### src/rtl/morph_pkg.sv
// Shared encodings and helpers for the 3x3 morphology window.
package morph_pkg;

    typedef enum logic [0:0] {
        ST_LINE  = 1'b0,
        ST_FLUSH = 1'b1
    } state_t;

    localparam logic MODE_ERODE   = 1'b0;
    localparam logic MODE_DILATE  = 1'b1;
    localparam logic SHAPE_CROSS  = 1'b0;
    localparam logic SHAPE_SQUARE = 1'b1;

    // Identity element of the reduction: all-ones for min, zero for max (ch_w <= 64).
    function automatic logic [63:0] neutral_val(input logic mode, input int unsigned ch_w);
        logic [63:0] v;
        v = '0;
        if (mode == MODE_ERODE) begin
            v = ~64'd0 >> (7'd64 - 7'(ch_w));
        end
        return v;
    endfunction

endpackage

### src/rtl/morph_sel2.sv
// Unsigned min (erode) or max (dilate) of two channel values.
module morph_sel2
    import morph_pkg::*;
#(
    parameter int unsigned CH_W = 8
) (
    input  logic [CH_W-1:0] a,
    input  logic [CH_W-1:0] b,
    input  logic            mode,
    output logic [CH_W-1:0] y
);

    always_comb begin
        if (mode == MODE_DILATE) begin
            y = (a > b) ? a : b;
        end else begin
            y = (a < b) ? a : b;
        end
    end

endmodule

### src/rtl/morph_window_3x3.sv
// 3x3 erosion/dilation window with cross/square kernel, border padding and end-of-line flush.
module morph_window_3x3
    import morph_pkg::*;
#(
    parameter int unsigned PIC_WIDTH = 250,
    parameter int unsigned NUM_CH    = 3,
    parameter int unsigned CH_W      = 8,
    parameter int unsigned CNT_W     = $clog2(PIC_WIDTH)
) (
    input  logic                   clk,
    input  logic                   rst,
    input  logic                   valid_in,
    output logic                   in_ready,
    input  logic [NUM_CH*CH_W-1:0] row_top,
    input  logic [NUM_CH*CH_W-1:0] row_mid,
    input  logic [NUM_CH*CH_W-1:0] row_bot,
    input  logic                   top_pad,
    input  logic                   bot_pad,
    input  logic                   mode,
    input  logic                   shape,
    output logic [NUM_CH*CH_W-1:0] dout,
    output logic                   valid_out,
    output logic                   eol_out
);

    localparam int unsigned PX_W = NUM_CH * CH_W;

    state_t           state_q;
    logic [CNT_W-1:0] cnt_q;
    logic             mode_q, shape_q, top_pad_q, bot_pad_q;
    logic [PX_W-1:0]  win_q [3][3];  // [row: top/mid/bot][col: left/centre/right]
    logic             emit_q, eol_e_q, ctr0_q;
    logic [PX_W-1:0]  s1_q [3];
    logic             v1_q, eol1_q, mode1_q;

    logic             accept, flush, shift, col0, last_col;
    logic             eff_mode, eff_top, eff_bot;
    logic [CH_W-1:0]  neu_eff, neu_q;
    logic [PX_W-1:0]  in_top, in_mid, in_bot;
    wire  [PX_W-1:0]  s1_d [3];
    wire  [PX_W-1:0]  res_d;

    assign accept   = valid_in & in_ready;
    assign flush    = (state_q == ST_FLUSH);
    assign shift    = accept | flush;
    assign col0     = accept && (cnt_q == '0);
    assign last_col = (cnt_q == CNT_W'(PIC_WIDTH - 1));

    // Column 0 uses the live configuration since it is latched on that same edge.
    assign eff_mode = col0 ? mode    : mode_q;
    assign eff_top  = col0 ? top_pad : top_pad_q;
    assign eff_bot  = col0 ? bot_pad : bot_pad_q;
    assign neu_eff  = CH_W'(neutral_val(eff_mode, CH_W));
    assign neu_q    = CH_W'(neutral_val(mode_q, CH_W));

    always_comb begin
        in_top = row_top;
        in_mid = row_mid;
        in_bot = row_bot;
        if (flush) begin
            in_top = {NUM_CH{neu_q}};
            in_mid = {NUM_CH{neu_q}};
            in_bot = {NUM_CH{neu_q}};
        end else begin
            if (eff_top) in_top = {NUM_CH{neu_eff}};
            if (eff_bot) in_bot = {NUM_CH{neu_eff}};
        end
    end

    always_ff @(posedge clk) begin
        if (rst) begin
            state_q   <= ST_LINE;
            in_ready  <= 1'b1;
            cnt_q     <= '0;
            mode_q    <= 1'b0;
            shape_q   <= 1'b0;
            top_pad_q <= 1'b0;
            bot_pad_q <= 1'b0;
            emit_q    <= 1'b0;
            eol_e_q   <= 1'b0;
            ctr0_q    <= 1'b0;
            for (int r = 0; r < 3; r++) begin
                for (int c = 0; c < 3; c++) begin
                    win_q[r][c] <= '0;
                end
            end
        end else begin
            if (accept) begin
                cnt_q <= last_col ? '0 : cnt_q + CNT_W'(1);
            end
            if (col0) begin
                mode_q    <= mode;
                shape_q   <= shape;
                top_pad_q <= top_pad;
                bot_pad_q <= bot_pad;
            end
            case (state_q)
                ST_LINE: begin
                    if (accept && last_col) begin
                        state_q  <= ST_FLUSH;
                        in_ready <= 1'b0;
                    end
                end
                default: begin
                    state_q  <= ST_LINE;
                    in_ready <= 1'b1;
                end
            endcase
            if (shift) begin
                win_q[0][0] <= win_q[0][1];
                win_q[0][1] <= win_q[0][2];
                win_q[0][2] <= in_top;
                win_q[1][0] <= win_q[1][1];
                win_q[1][1] <= win_q[1][2];
                win_q[1][2] <= in_mid;
                win_q[2][0] <= win_q[2][1];
                win_q[2][1] <= win_q[2][2];
                win_q[2][2] <= in_bot;
            end
            emit_q  <= flush || (accept && (cnt_q != '0));
            eol_e_q <= flush;
            ctr0_q  <= accept && (cnt_q == CNT_W'(1));
        end
    end

    for (genvar ch = 0; ch < NUM_CH; ch++) begin : g_ch
        localparam int unsigned LO = ch * CH_W;
        wire [CH_W-1:0] col_red [3];
        wire [CH_W-1:0] pair01;

        for (genvar j = 0; j < 3; j++) begin : g_col
            wire [CH_W-1:0] top_mid;
            morph_sel2 #(.CH_W(CH_W)) u_sel_tm (
                .a    (win_q[0][j][LO +: CH_W]),
                .b    (win_q[1][j][LO +: CH_W]),
                .mode (mode_q),
                .y    (top_mid)
            );
            morph_sel2 #(.CH_W(CH_W)) u_sel_col (
                .a    (top_mid),
                .b    (win_q[2][j][LO +: CH_W]),
                .mode (mode_q),
                .y    (col_red[j])
            );
        end

        // Square reduces whole columns; cross reduces the centre column plus left/right mid pixels.
        assign s1_d[0][LO +: CH_W] = shape_q ? (ctr0_q ? neu_q : col_red[0]) : col_red[1];
        assign s1_d[1][LO +: CH_W] = shape_q ? col_red[1]
                                             : (ctr0_q ? neu_q : win_q[1][0][LO +: CH_W]);
        assign s1_d[2][LO +: CH_W] = shape_q ? col_red[2] : win_q[1][2][LO +: CH_W];

        morph_sel2 #(.CH_W(CH_W)) u_sel_s2a (
            .a    (s1_q[0][LO +: CH_W]),
            .b    (s1_q[1][LO +: CH_W]),
            .mode (mode1_q),
            .y    (pair01)
        );
        morph_sel2 #(.CH_W(CH_W)) u_sel_s2b (
            .a    (pair01),
            .b    (s1_q[2][LO +: CH_W]),
            .mode (mode1_q),
            .y    (res_d[LO +: CH_W])
        );
    end

    always_ff @(posedge clk) begin
        if (rst) begin
            for (int k = 0; k < 3; k++) begin
                s1_q[k] <= '0;
            end
            v1_q      <= 1'b0;
            eol1_q    <= 1'b0;
            mode1_q   <= 1'b0;
            dout      <= '0;
            valid_out <= 1'b0;
            eol_out   <= 1'b0;
        end else begin
            for (int k = 0; k < 3; k++) begin
                s1_q[k] <= s1_d[k];
            end
            v1_q      <= emit_q;
            eol1_q    <= eol_e_q;
            mode1_q   <= mode_q;
            valid_out <= v1_q;
            eol_out   <= v1_q & eol1_q;
            if (v1_q) begin
                dout <= res_d;
            end
        end
    end

endmodule

### config.mk
export PLATFORM = sky130hd
export DESIGN_NAME = morph_window_3x3
export DESIGN_NICKNAME = d
export VERILOG_FILES = /design/src/rtl/morph_pkg.sv /design/src/rtl/morph_sel2.sv /design/src/rtl/morph_window_3x3.sv
export SDC_FILE = /design/constraint.sdc
export NUM_CORES = 1
export LEC_CHECK = 0
export CORE_ASPECT_RATIO = 0.7
export CORE_MARGIN = 3
export CORE_UTILIZATION = 32
export CTS_BUF_LIST = sky130_fd_sc_hd__clkbuf_2 sky130_fd_sc_hd__clkbuf_4 sky130_fd_sc_hd__clkbuf_8
export CTS_CLUSTER_SIZE = 16
export DETAILED_ROUTE_END_ITERATION = 8
export SYNTH_ARGS = -nofsm -noshare
export SYNTH_HDL_FRONTEND = slang
export SYNTH_SLANG_ARGS = --single-unit
### constraint.sdc
create_clock -name clk -period 7.4 [get_ports clk]
set_input_delay 1.85 -clock clk [delete_from_list [all_inputs] [get_ports clk]]
set_output_delay 1.85 -clock clk [all_outputs]
set_load 0.005 [all_outputs]
Yosys cells after proc, flatten, opt, wreduce, memory -nomap -nowiden
Memory sizes are Yosys's and may differ from the RTL's.
Cells that the tools add are included.
- output and inout bits: 27
- RAM bits: 288
- bits in registers: 46
- memories: 2
- logic and storage cells: 209
- bits of input ports: 79
- add/subtract/negate cells: 1
- bitwise gates (word level): 15
- eq/ne operators: 2
- reduce and logical (&&, ||, !) cells: 8
- $lt $le $gt $ge: 48
- mux-type cells: 117
- memory list (name ; depth ; width ; read ports ; clocked after memory_dff ; wr ports ; line ; source):
    win_q ; 3 ; 72 ; 3 ; 0 ; 3 ; morph_window_3x3.sv:31 ; logic [PX_W-1:0] win_q [3][3];
    s1_q ; 3 ; 24 ; 3 ; 0 ; 3 ; morph_window_3x3.sv:33 ; logic [PX_W-1:0] s1_q [3];
- operator list (cell ; number):
    8-bit 2-to-1 mux ; 90
    24-bit 2-to-1 mux ; 17
    8-bit greater-than comparator ; 24
    8-bit less-than comparator ; 24
    1-bit OR ; 13
    1-bit 2-to-1 mux ; 10
    8-bit by 1-bit adder with 8-bit output, second input constant ; 1
    8-bit by 1-bit equality test with 1-bit output, second input constant ; 1
    8-bit equality test, second input constant ; 1
    8-bit zero test ; 1
    8-bit nonzero test ; 1
    1-bit logical AND ; 4
    1-bit bitwise AND ; 2
    2-bit OR reduction ; 1
    1-bit logical OR ; 1

Longest topological paths before layout
Gate-level depths: netlist of the first run.
An unclocked memory read counts as a cell.
- word-level depth: 10
- gate-level depth with buffers: 22

Modules after synthesis
From an unflattened synthesis of the first run, not the netlist that was laid out.
- cells, all modules: 1962
- area total of the unflattened synthesis: 21698.3 µm²
- by module, submodules not included (module ; cells each ; sequential area each (µm²) ; times used ; area each (µm²)):
    morph_window_3x3 ; 1002 ; 8848.5 ; 1 ; 12959.9
    morph_sel2 ; 40 ; 0.0 ; 24 ; 364.1

Least setup slack after synthesis of the first run
OpenSTA, ideal clock, no wires.
- path type: input port to flip-flop
- from: in rst
- to: mem win_q[0][0] (netlist bit) (enable)
- stages on the path: 3
- path buffers: 2
- data arrival time: 7003 ps
- setup time: 589 ps
- path slack: -192 ps
- cells stage by stage: clkbuf_1 clkbuf_1 or3_1
- RTL lines (element ; line ; source):
    from (decl) ; morph_window_3x3.sv:11 ; input logic rst,
    to (decl) ; morph_window_3x3.sv:31 ;

==> results_dict.tcl, run 1 <==
set metrics [dict create \
    grt_max_degree 94 \
    synthSimpleGateAreaFrac_pct 15.08 \
    htree_num_levels 2 \
    cp_data_required_time_ns 7.95 \
    hpwl_um 44130 \
    crit_buf_inv 1 \
    fill_cells 6070 \
    worstPathCellList "inv_1 -> ha_1 -> a21oi_1 -> o21ai_0 -> o21ai_0 -> a21boi_0 -> or2_2 -> ha_1 -> nor2b_1 -> o211ai_1 -> a21oi_1 -> or3b_1 -> a21oi_1 -> o21ai_0 -> a222oi_1" \
    wire_per_inst_um 19.17 \
    critPathTopFamily "compound AO/OA/AOI/OAI gates" \
    dieArea_um2 66140 \
    die_h_um 216.1 \
    postSynthCellCount 2163 \
    min_period_ns 5.117 \
    synth_area_leader_cell "edfxtp_1" \
    p_per_area_nw_per_um2 261.5 \
    io_buffers 105 \
    min_path_cells 1 \
    ys_seq_elements 334 \
    synthTopCellsByArea "edfxtp_1, ha_1, dfxtp_1, a21oi_1, inv_1" \
    syn_nets 2437 \
    cts_setup_buffers 0 \
    setup_viol 0 \
    ys_types 61 \
    syn-cell-area_um2 20170 \
    clk-insertion-delay-late_ns 0.66 \
    antennaDiodeCount 0 \
    cpPeakStageDelay_ns 0.97 \
    cts_tree "built" \
    synth_top_area_share_pct 32.15 \
    start_kind "register" \
    reg2regPathDepth 15 \
    wl_um 59320 \
    fp-row-count 76 \
    routed-via-count 16680 \
    synth.area.mux_share_pct 1.997 \
    vias_per_cell 5.391 \
    synth_top_family_by_area "compound AO/OA/AOI/OAI gates" \
    setup_tns_ns 0 \
    cap_viol_max_count 0 \
    finalPower_mw 6.068 \
    area_growth_syn_to_layout_pct 15.00 \
    max_slew_margin_pct 8.788 \
    drv_slew 0 \
    clkSlewWorstSetupHoldPaths_ns 0.06 \
    dr_wl_met2_um 23500 \
    path_depth 15 \
    worst_pin_slew_ns 1.363 \
    fin_area_um2 23200 \
    p_leak_nw 9.494 \
    grt_antenna_before_repair 0 \
    dieWidth_um 306.1 \
    clock-root-buffer "clkbuf_8" \
    synth_edf_count 216 \
    place_area_um2 21890 \
    hold_viol_final 0 \
    core-area_um2 61900 \
    top_layer_used "met4" \
    postCtsHoldBufs 0 \
    synth_flop_cell "edfxtp_1" \
    drive_above_1_share_pct 9.846 \
    cts_sinks 334 \
    rsz0062_at_grt "no" \
    synth.most_common_cell "a21oi_1" \
    grt_use_total_pct 17.48 \
    ys_warn_count 0 \
    endpoint_kind "register" \
    drc 0 \
    synth-xor-area-share_pct 0.3039 \
    worstPathArrival_ns 5.66 \
    boundaryPins 106 \
    wl_met1_um 29290 \
    fin_worst_skew_ns 0.02621 \
    ant_nets 0 \
    synth_common_cells "a21oi_1, inv_1, edfxtp_1" \
    synth_adder_area_share_pct 12.09 \
    path_class "register to register" \
    drt_iter0_markers 1850 \
    numCtsBuffers 59 \
    r2r_setup_slack_ns 2.28 \
    crit_slowest_cell "o21ai_0" \
    dr.pass1.iters 5 \
    status "completed" \
    max_freq_ghz 0.1954 \
    worst_slack_ns 2.283 \
    hp-class "register to register" \
    critPathMaxFanout 16 \
    async_flop_share_pct 0 \
    globalplace.congestion 0.9025 \
    grt-ovfl-total 0 \
    cts.repair.resized 0 \
    synth_compound_area_share_pct 19.77 \
    clockBufferDepth 3 \
    nets 2499 \
    finalCritPeriodShare_pct 69.15 \
    pre_cts_ws_ns 2.389 \
    start_util_pct 32.59 \
    grt_pass1_vias 16030 \
    avgSynthCellArea_um2 9.327 \
    ir_drop_mv 0.1385 \
    seq_area_frac_synth_pct 43.86 \
    wl_met3_um 5291 \
    grt_pass1_wl_um 91780 \
]
[worst paths after layout]
check / end / start
min reg2reg: v1_q / emit_q
max reg2reg: s1_q[0][1] / win_q[0][127]
max: s1_q[0][1] / win_q[0][127]
min: v1_q / emit_q
[power breakdown]
part	total [mW]	internal [mW]	switching, mW
clock network	1.86	1.08	0.784
registers	2.31	2.16	0.152
logic	1.89	0.724	1.17
total	6.07	3.97	2.10
[registers in the layout, indices dropped and copies added (netlist names)]
signal     count
ctr0_q         1
v1_q           1
shape_q        1
win_q        216
dout          24
eol_out        1
emit_q         1
cnt_q          8
valid_out      1
eol1_q         1
top_pad_q      1
in_ready       1
eol_e_q        1
bot_pad_q      1
flush          1
mode_q         1
s1_q          72
mode1_q        1
[cell type report]
cell class / count / area [um^2] / share of cell area [%]
multi-input combinational: 1471 / 9941 / 42.85
sequential: 334 / 8848 / 38.14
tap: 819 / 1025 / 4.417
clock buffer: 97 / 1185 / 5.107
clock inverter: 14 / 127.6 / 0.5501
inverter: 238 / 893.4 / 3.851
timing repair buffer: 121 / 1181 / 5.091
[cells by family (layout without fill, tap and decap cells)]
kind of cell,Yosys count,count (layout)
DFF,334,334
muxes,35,35
xor gates and xnor gates,7,7
adders and majority gates,195,195
AOI/OAI and AO/OA,636,636
buffers and inverters,358,470
and+or+nand+nor,598,598
[worst reg2reg max path, stage by stage, from the launching register on]
cell and delay [ns]:
edfxtp_1 0.41, inv_1 0.06, ha_1 0.32, a21oi_1 0.16
o21ai_0 0.15, o21ai_0 0.97, a21boi_0 0.27, or2_2 0.38
ha_1 0.30, nor2b_1 0.14, o211ai_1 0.20, a21oi_1 0.10
or3b_1 0.49, a21oi_1 0.54, o21ai_0 0.20, a222oi_1 0.33
[metal layers]
| metal | global-route usage, % | vias to the layer above |
|---|---|---|
| met5 | 0 | - |
| met3 | 3.722 | 87 |
| met1 | 27.23 | 7919 |
| li1 | - | 7929 |
| met2 | 24.04 | 746 |
| met4 | 4.651 | 0 |
[stage by stage]
step                hold WS [ns]  utilization [%]  std cells
floorplan                 0.4057                -       2163
global placement          0.4154            35.36       2983
detailed placement        0.4245            35.36       2983
CTS                       0.4383            37.48       3094
global route              0.4568            37.48       3094
finish                    0.4369            37.48       3094
[cell usage in the layout, fill, tap and decap left out, drive strengths merged, types with 12 or more instances in the layout]
cell           count
a21oi            241
inv              237
edfxtp           216
ha               195
nor2             192
dfxtp            118
nand2            114
o21ai            108
clkdlybuf4s50    104
clkbuf            97
nand4             47
a211oi            44
a21o              42
and2              36
a31oi             32
nor3              32
nor2b             31
or2               30
nand2b            29
and3              26
o22ai             24
mux2i             23
a21boi            21
o211ai            19
o21a              19
or3b              17
buf               17
a221oi            16
mux2              12
o41ai             12
a31o              12
(Power assumes the default switching activity.)
==> run 2: changes to the inputs <==
Clock period 7.4 ns to 5.35 ns, I/O delays scaled along.
==> run 2 against run 1 <==
  * Count of clock-buffer cells in the layout is 13 lower
  * Fmax is 5.7% higher
  * Setup slack got worse by 1.8 ns
  * Total power is 36% higher
  * Die area did not move
  * Combinational power is 39% higher
  * Sequential power up 39%
==> results_dict.tcl, run 2 (synthesis results as in run 1) <==
set metrics [dict create \
    grt_pass1_vias 16130 \
    dp_cells 2996 \
    grt_max_degree 80 \
    holdWs_ns 0.4476 \
    r2r_setup_slack_ns 0.51 \
    fin_area_um2 23210 \
    rsz0062_at_grt "no" \
    endpoint_kind "register" \
    cap_viol_max_count 0 \
    dieArea_um2 66140 \
    htree_num_levels 2 \
    clock-root-buffer "clkbuf_8" \
    setup_tns_ns 0 \
    cts.repair.resized 0 \
    cts_setup_buffers 0 \
    worst_pin_slew_ns 1.222 \
    layout.cells.non_filler 3104 \
    clk-insertion-delay-late_ns 0.66 \
    postCtsHoldBufs 0 \
    largest_register_ffs 216 \
    fin_worst_skew_ns 0.02131 \
    vias_per_cell 5.323 \
    hp-class "register to register" \
    grt_antenna_before_repair 0 \
    io_buffers 105 \
    ant_nets 0 \
    drive_above_1_share_pct 9.934 \
    p_leak_nw 9.515 \
    worstPathArrival_ns 5.38 \
    routed-via-count 16520 \
    wl_um 59620 \
    numCtsBuffers 57 \
    final_common_cell "a21oi_1" \
    cp_data_required_time_ns 5.89 \
    critPathMaxFanout 9 \
    dr.pass1.iters 6 \
    antennaDiodeCount 0 \
    max_freq_ghz 0.2065 \
    setup_viol 0 \
    min_period_ns 4.842 \
    fill_cells 6100 \
    grt_pass1_wl_um 92890 \
    wire_per_inst_um 19.21 \
    max_slew_margin_pct 17.70 \
    boundaryPins 106 \
    globalplace.congestion 0.9179 \
    worst_slack_ns 0.5079 \
    clockBufferDepth 3 \
    fp-row-count 76 \
    clkSlewWorstSetupHoldPaths_ns 0.06 \
    place_area_um2 22020 \
    area_growth_syn_to_layout_pct 15.06 \
    die_h_um 216.1 \
    p_per_area_nw_per_um2 354.9 \
    pre_cts_ws_ns 0.4644 \
    status "completed" \
    finalCritPeriodShare_pct 90.51 \
    drt_iter0_markers 1736 \
    cts_tree "built" \
    drc 0 \
    grt_use_total_pct 17.70 \
    drv_slew 0 \
    cts_sinks 334 \
    regMostFlops "win_q" \
    path_class "register to register" \
    start_kind "register" \
    core-area_um2 61900 \
    grt-ovfl-total 0 \
    nets 2510 \
    most-common-layout-cells "a21oi_1, inv_1, edfxtp_1" \
    start_util_pct 32.59 \
    hpwl_um 45210 \
    fin_util_pct 37.50 \
    hold_viol_final 0 \
    finalPower_mw 8.239 \
    largestRegisters "win_q x216, s1_q x72, dout x24" \
    dieWidth_um 306.1 \
    ir_drop_mv 0.2238 \
]
run 2: cell types whose count changed in the layout (fill, tap and decap cells not counted):
cell        change
clkbuf_8       -11
buf_4          +10
clkinv_1        +7
buf_12          +3
clkinv_2        +3
clkbuf_4        -2
clkinvlp_4      -2
inv_6           +2
run 2: worst max-delay path, cell delays in order (launching register included):
cell,delay [ns]
edfxtp_1,0.47
inv_1,0.09
ha_1,0.31
nor2b_1,0.13
o211ai_1,0.18
a21oi_1,0.10
o21ai_0,0.54
a21boi_0,0.25
or2_2,0.35
ha_1,0.29
nor2b_1,0.13
o211ai_1,0.19
a21oi_1,0.09
or3b_1,0.50
a21oi_1,0.48
o21ai_0,0.27
a222oi_1,0.34
run 2: routing by layer:
layer	up-vias	GRT usage, %	share of wire [%]
met1	7828	27.79	51
li1	7950	-	-
met5	-	0	0
met3	82	2.921	7.9
met2	662	24.95	40
met4	0	4.267	1.6
run 2: layout make-up:
class | instances | area, um^2 | share of cell area (%)
sequential | 334 | 8848 | 38.12
clock inverter | 24 | 171.4 | 0.7384
tap | 819 | 1025 | 4.414
clock buffer | 84 | 1018 | 4.387
timing repair buffer | 134 | 1316 | 5.670
inverter | 238 | 893.4 | 3.848
multi-input combinational | 1471 | 9941 | 42.82
run 2: worst paths after layout:
kind                      start    endpoint  cells past startpoint
setup / recovery  win_q[0][121]  s1_q[0][4]                     16
setup reg to reg  win_q[0][121]  s1_q[0][4]                     16
hold reg to reg          eol1_q     eol_out                      1
hold / removal           eol1_q     eol_out                      1
run 2: power by group:
part	switching (mW)	internal, mW
registers	0.212	2.99
logic	1.61	1.03
clock network	1.08	1.32
total	2.90	5.34
==> run 3: changes to the inputs <==
Settings changed: CTS_CLUSTER_SIZE 16 to 14, SKIP_CTS_REPAIR_TIMING set to 1.
==> results of run 3 <==
The final DEF is identical to that of run 2; final timing and power are the same.
==> patch (flow settings as in run 2) <==
Register the input `mode` before use. The logic sees it one clock later. The other inputs are not delayed to match.
--- a/src/rtl/morph_window_3x3.sv
+++ b/src/rtl/morph_window_3x3.sv
@@ -25,6 +25,12 @@
 
     localparam int unsigned PX_W = NUM_CH * CH_W;
 
+    logic mode_r;
+
+    always_ff @(posedge clk) begin
+        mode_r <= mode;
+    end
+
     state_t           state_q;
     logic [CNT_W-1:0] cnt_q;
     logic             mode_q, shape_q, top_pad_q, bot_pad_q;
@@ -47,7 +53,7 @@
     assign last_col = (cnt_q == CNT_W'(PIC_WIDTH - 1));
 
     // Column 0 uses the live configuration since it is latched on that same edge.
-    assign eff_mode = col0 ? mode    : mode_q;
+    assign eff_mode = col0 ? mode_r  : mode_q;
     assign eff_top  = col0 ? top_pad : top_pad_q;
     assign eff_bot  = col0 ? bot_pad : bot_pad_q;
     assign neu_eff  = CH_W'(neutral_val(eff_mode, CH_W));
@@ -89,7 +95,7 @@
                 cnt_q <= last_col ? '0 : cnt_q + CNT_W'(1);
             end
             if (col0) begin
-                mode_q    <= mode;
+                mode_q    <= mode_r;
                 shape_q   <= shape;
                 top_pad_q <= top_pad;
                 bot_pad_q <= bot_pad;
Check against the original RTL: not settled (the Yosys comparison gave no result); the edit may change what the design does.
==> patch against run 2 <==
- sequential cell count up 1
- clock skew down 0.0013 ns
- synthesized area about the same
- cell area up 0.58%
- setup slack worse by 0.27 ns
- via count up 0.65%
- total power up 3.7%
- routed wire length up 1.7%
- critical path type unchanged
- largest cell class unchanged
- largest power group unchanged
- highest routed layer unchanged
==> patch: results (changes against run 2) <==
status:
  status: "finished clean"
global_routing:
  grt_use_met1_pct: 27.9  # +0.093 points
  grt_start_max_net_pins: 78  # -2.5%
  grt_pass1_vias: 16236  # +0.66%
  grt_use_total_pct: 18.0  # +0.26 points
  grtUsageMet3_pct: 3.75  # +0.83 points
finish:
  multi_input_gates: 1477  # +0.41%
  inverters_excl_clock: 239  # +0.42%
  clock_area_share_pct: 5.83  # +0.70 points
  design.seq.count: 335  # +0.30%
  n_clock_buffer: 75  # -11%
  final_nets: 2517  # +0.28%
  multi_input_area_mm2: 0.00992  # -0.20%
  seq_share_pct: 38.0  # -0.13 points
  buffer_area_share_pct: 5.47  # -0.20 points
routing:
  via_per_inst: 5.35  # +0.43%
  met3_wirelength_mm: 5.72  # +21%
  drt-wirelength-per-cell_um: 19.5  # +1.4%
  vias: 16630  # +0.65%
  wl_met2_mm: 24.2  # +1.8%
  drtIter0Drc: 2002  # +15%
  wl_met1_mm: 29.6  # -2.0%
setup_path:
  worstPathMaxFanout: 17  # +8
  r2r_cells: 17  # +1
  crit_path_max_incr_delay_ns: 1.08  # +0.54 ns
  rrSetupSlack_ns: 0.24  # -0.27 ns
  slowest_stage: "a2111oi_0"
  crit_arrival_ns: 5.54  # +0.16 ns
  r2r_start: "win_q[0][89]$_SDFFCE_PN0P_"
timing:
  clock_skew_ns: 0.0200  # -0.00132 ns
  relSlewSlack_pct: 11.7  # -6.0 points
  fin_hold_ws_ns: 0.427  # -0.0209 ns
placement:
  pre_cts_ws_ns: 0.480  # +0.0161 ns
pwr:
  leakage_nw: 9.55  # +0.39%
  vdd_drop_max_mv: 0.218  # -2.5%
  pwr-share-seq_pct: 37.4  # -1.5 points
logic_synthesis:
  synth.area.top_cells: "edfxtp_1 (32%), ha_1 (12%), dfxtp_1 (12%), a21oi_1 (5.9%), inv_1 (4.4%)"
clock_network:
  cts_buffers: 58  # +1.8%
## patch: cells by family after synthesis
group           synth area share [%]
compound gates                  19.6
simple gates                    15.2
buf+inv                         6.84
flops                           44.0
fa+ha+maj                       12.1
mux                             2.00
xor+xnor                       0.304
## patch: how the worst max path moves through the flow
stage,start,end,slack [ns],cells past startpoint
6_report,win_q[0][89]$_SDFFCE_PN0P_,s1_q[0][66]$_SDFF_PP0_,0.24,17
5_1_grt,win_q[0][89]$_SDFFCE_PN0P_,s1_q[0][66]$_SDFF_PP0_,0.06,15
4_1_cts,win_q[0][89]$_SDFFCE_PN0P_,s1_q[0][66]$_SDFF_PP0_,0.46,16
3_5_place_dp,win_q[0][89]$_SDFFCE_PN0P_,s1_q[0][66]$_SDFF_PP0_,0.48,16
3_3_place_gp,win_q[0][89]$_SDFFCE_PN0P_,s1_q[0][66]$_SDFF_PP0_,0.48,17
2_1_floorplan,valid_in,win_q[0][0]$_SDFFCE_PN0P_,0.47,3
